`config.mk`:
```
export PLATFORM = sky130hd
export DESIGN_NAME = fir_decim_fifo
export DESIGN_NICKNAME = d
export VERILOG_FILES = /design/src/rtl/fir_decim_fifo.sv
export SDC_FILE = /design/constraint.sdc
export NUM_CORES = 1
export LEC_CHECK = 0
export ABC_AREA = 1
export BUFFER_PORTS_ARGS = -buffer_cell sky130_fd_sc_hd__buf_4
export CAP_MARGIN = 10
export CORE_MARGIN = 2
export CORE_UTILIZATION = 45
export CTS_BUF_LIST = sky130_fd_sc_hd__clkbuf_8
export DETAILED_ROUTE_END_ITERATION = 10
export MAX_ROUTING_LAYER = met4
export PLACE_DENSITY = 0.66
export SYNTH_ARGS = -nofsm -noshare
export SYNTH_HDL_FRONTEND = slang
export SYNTH_SLANG_ARGS = --single-unit
```
`constraint.sdc`:
```
create_clock -name clock -period 3.1 [get_ports clock]
set_clock_uncertainty 0.05 [all_clocks]
set_input_delay 0.465 -clock clock [delete_from_list [all_inputs] [get_ports clock]]
set_output_delay 0.465 -clock clock [all_outputs]
set_load 0.1 [all_outputs]
```
`src/rtl/fir_decim_fifo.sv`:
```
// Decimating requantizer plus first-word-fall-through FIFO behind the 31-tap FIR.
// Define FIR_DECIM_SAT_EN to clamp requantized samples to [-128,127] instead of wrapping.
module fir_decim_fifo #(
  parameter int DECIM = 4,
  parameter int DEPTH = 8,
  parameter int SHIFT = 10
) (
  input  logic                      clock,
  input  logic                      reset,
  input  logic signed [17:0]        din,
  input  logic                      din_valid,
  input  logic                      rd_en,
  input  logic                      clear_ovf,
  output logic signed [7:0]         dout,
  output logic                      empty,
  output logic                      full,
  output logic [$clog2(DEPTH):0]    count,
  output logic                      overflow
);

  localparam int AW = $clog2(DEPTH);
  localparam int CW = AW + 1;
  localparam int PW = (DECIM > 1) ? $clog2(DECIM) : 1;
  localparam logic signed [18:0] HALF = 19'(2 ** (SHIFT - 1));

  logic [PW-1:0]     ph;
  logic [AW-1:0]     wr_ptr;
  logic [AW-1:0]     rd_ptr;
  logic signed [7:0] mem [DEPTH];

  logic signed [18:0] sum;
  logic signed [18:0] r;
  logic signed [7:0]  q;
  logic               keep;
  logic               push;
  logic               pop;
  logic               drop;
  logic [CW-1:0]      count_next;

  // Sign-extend to 19 bits so the rounding add can never wrap.
  assign sum = $signed({din[17], din}) + HALF;
  assign r   = sum >>> SHIFT;

`ifdef FIR_DECIM_SAT_EN
  assign q = (r > 19'sd127)  ? 8'sd127 :
             (r < -19'sd128) ? -8'sd128 : r[7:0];
`else
  logic unused_hi;
  assign unused_hi = ^r[18:8];
  assign q = r[7:0];
`endif

  assign keep = din_valid && (ph == '0);
  assign push = keep && (!full || rd_en);
  assign drop = keep && full && !rd_en;
  assign pop  = rd_en && !empty;

  // NOTE: every output of this block gets a default first so no latch is inferred.
  always_comb begin
    count_next = count;
    unique case ({push, pop})
      2'b10:   count_next = count + 1'b1;
      2'b01:   count_next = count - 1'b1;
      default: count_next = count;
    endcase
  end

  // NOTE: non-blocking assignments for all state so every register samples pre-edge values.
  always_ff @(posedge clock or negedge reset) begin
    if (!reset) begin
      ph       <= '0;
      wr_ptr   <= '0;
      rd_ptr   <= '0;
      count    <= '0;
      empty    <= 1'b1;
      full     <= 1'b0;
      overflow <= 1'b0;
    end else begin
      if (din_valid)
        ph <= (ph == PW'(DECIM - 1)) ? '0 : ph + 1'b1;
      if (push)
        wr_ptr <= wr_ptr + 1'b1;
      if (pop)
        rd_ptr <= rd_ptr + 1'b1;
      count <= count_next;
      empty <= (count_next == '0);
      full  <= (count_next == CW'(DEPTH));
      if (drop)
        overflow <= 1'b1;
      else if (clear_ovf)
        overflow <= 1'b0;
    end
  end

  // NOTE: storage is deliberately not reset; empty gates dout, so stale contents never escape.
  always_ff @(posedge clock) begin
    if (push)
      mem[wr_ptr] <= q;
  end

  assign dout = empty ? '0 : mem[rd_ptr];

endmodule

```
==> results.cfg <==
[worst_setup_path]
slowest_delay_ns = 0.40
crit_family = buffers and inverters
critical_path_buf_inv_count = 3
crit_required_ns = 2.58
critPathKind = flip-flop to output port
cp-end-kind = output port
rrSetupSlack_ns = 0.70
crit_path_start_kind = flip-flop
r2r-end = full$_DFF_PN0_
arrival_ns = 2.20
rr_worst_depth = 14
path_cells = buf_4 > inv_2 > o21ai_0 > o21ai_0 > o21ai_0 > nor2_1 > buf_4
worstSetupStartpoint = rd_ptr[0]$_DFFE_PN0P_
worst_path_most_repeated_cell = o21ai_0
r2r_start = ph[0]$_DFFE_PN0P_
cp_max_fo = 32
cpMaxStageDelayCell = inv_2

[clocking]
cts_resized = 0
clockBufferDepth = 2
tritoncts = built
cts-root-buf = clkbuf_8
cts_buffers = 9
clock-sinks = 79
ctsHtreeMaxLevel = 3
clk_pin_slew_ns = 0.08
insertion_delay_ns = 0.35

[yosys]
yosys.area_share.xor_xnor_pct = 3.011
synthMuxAreaShare_pct = 0.3226
synthAdderAreaFrac_pct = 2.867
synthSimpleGateAreaFrac_pct = 14.41
ys_seq_area_share_pct = 65.84
syn_area_sq_um = 3491
ys_warn_count = 0
synth_top_family_by_area = simple AND/OR/NAND/NOR gates
synth_edf_count = 64
synth_compound_area_share_pct = 9.534
yosysUniqueCellTypes = 27
synth_ff_type = edfxtp_1
async_flop_share_pct = 18.99
netlist_instances = 317
synth_seq_cells = 79
synth.avg_cell_area_sq_um = 11.01
syn-num-nets = 348

[placement]
io_buffers = 28
dp_slack_ns = 0.7144
hpwlAfterDp_um = 4395
gp_congestion = 0.7970

[min_path]
hold-path-endpoint = overflow$_DFFE_PN0P_
hold_path.class = primary input to flip-flop
min_path_cells = 2
hp-start = clear_ovf

[routing]
vias = 2274
drt_iter0_drc = 164
drt-vias-per-instance = 4.911
antenna_left = 0
detail_route.wl_per_cell_um = 14.74
drc = 0
wl_um = 6823
first_pass_iters = 4

[sta]
hold_viol = 0
setup_slack_ns = 0.3889
fmax_ghz = 0.3688
setup-violations-final = 0
rsz0062_at_grt = no
final_max_slew_viol_count = 0
worst_slew_pin_slew_ns = 0.7884
timing.final.crit_period_ns = 2.711
fin_crit_sh_pct = 87.46
max_slew_margin_pct = 47.24
final.setup.tns_ns = 0

[floorplan]
core-area_sq_um = 7607
die_y_um = 92.08
die_x_um = 92.08
start_util_pct = 45.89
die_area_sq_um = 8478
rows = 32
io_pins = 38

[finish]
regArea_sq_um = 2298
fillers = 689
n_antenna_cell = 0
final_nets = 387
multi_input_area_sq_um = 1052
syn_to_final_growth_pct = 15.02
drive_gt1_share_pct = 17.45
finish.utilization_pct = 52.78

[run]
max_cap_violations = 0

[status]
outcome = finished clean

[global_routing]
grt-ovfl-total = 0
antenna_found_initial = 0
grt_max_degree = 35
grt_pass1_wl_um = 10930
grtUsageTotal_pct = 17.96
grt_pass1_vias = 2182
-- stage by stage --
| stage | cells | instance area [sq um] | hold slack, ns |
|---|---|---|---|
| CTS | 463 | 4015 | 0.2384 |
| global placement | 446 | 3827 | 0.2818 |
| global route | 463 | 4015 | 0.2322 |
| finish | 463 | 4015 | 0.2587 |
| detailed placement | 446 | 3827 | 0.2832 |
| floorplan | 317 | 3491 | 0.1194 |
-- cells by family after synthesis --
kind of cell,after synthesis
XOR/XNOR,12
buffers and inverters,28
adder cells (fa/ha/maj),8
AO/OA/AOI/OAI,64
multiplexers,1
AND/OR/NAND/NOR,125
flip-flops,79
-- layer usage --
layer  part of all wire (%)  vias up  global-route usage [%]
met4                    2.2        0                   7.836
met5                      0        -                       -
met1                     43     1063                   21.86
met2                     50       46                   29.11
li1                       -     1154                       -
met3                    4.9       11                   3.862
-- area by class of cell --
cell class                 instances  area share, %
sequential                        79          57.25
multi-input combinational        210          26.21
timing repair buffer              39          7.354
tap                              102          3.179
clock buffer                       9          3.085
inverter                          17          1.589
clock inverter                     7          1.340
-- worst max-delay path by stage --
stage,end,slack (ns),cells after the start
after floorplan,dout[0],0.35,7
after global placement,dout[0],0.75,7
after detailed placement,full$_DFF_PN0_,0.71,14
after CTS,dout[2],0.34,7
after global routing,dout[3],0.15,7
final,dout[2],0.39,7
-- Yosys cell counts (2+ instances only) --
library cell / number / area [sq um]
nor2_1: 80 / 300.3
edfxtp_1: 64 / 1922
o21ai_0: 55 / 275.3
nand2_1: 29 / 108.9
inv_1: 15 / 56.30
dfrtp_1: 14 / 350.3
nand3_1: 10 / 50.05
ha_1: 8 / 100.1
xor2_1: 8 / 70.07
o21ai_1: 6 / 30.03
buf_2: 4 / 20.02
buf_4: 4 / 30.03
xnor2_1: 4 / 35.03
buf_6: 2 / 22.52
inv_2: 2 / 7.510
-- placed cells by master (no fill, tap or decap), types with 8 or more instances in the layout --
cell      instances
clkbuf_8          9
inv_1            15
nor2_1           80
dfrtp_1          14
buf_4            38
ha_1              8
nand3_1          10
nand2_1          29
edfxtp_1         64
o21ai_0          55
xor2_1            8
-- state kept, by name, indices dropped and copies added, names as in the netlist --
signal,count
ph,2
full,1
rd_ptr,3
wr_ptr,3
empty,1
overflow,1
count,4
mem,64
-- what timing repair did --
| item | CTS | global route |
|---|---|---|
| endpoints found under the hold margin | 14 | 0 |
| hold buffers | 1 | 0 |
| buffers inserted | 0 | 0 |
Power is not shown: default switching activity piles up to over one toggle a cycle in this logic, so the estimate is an artifact.
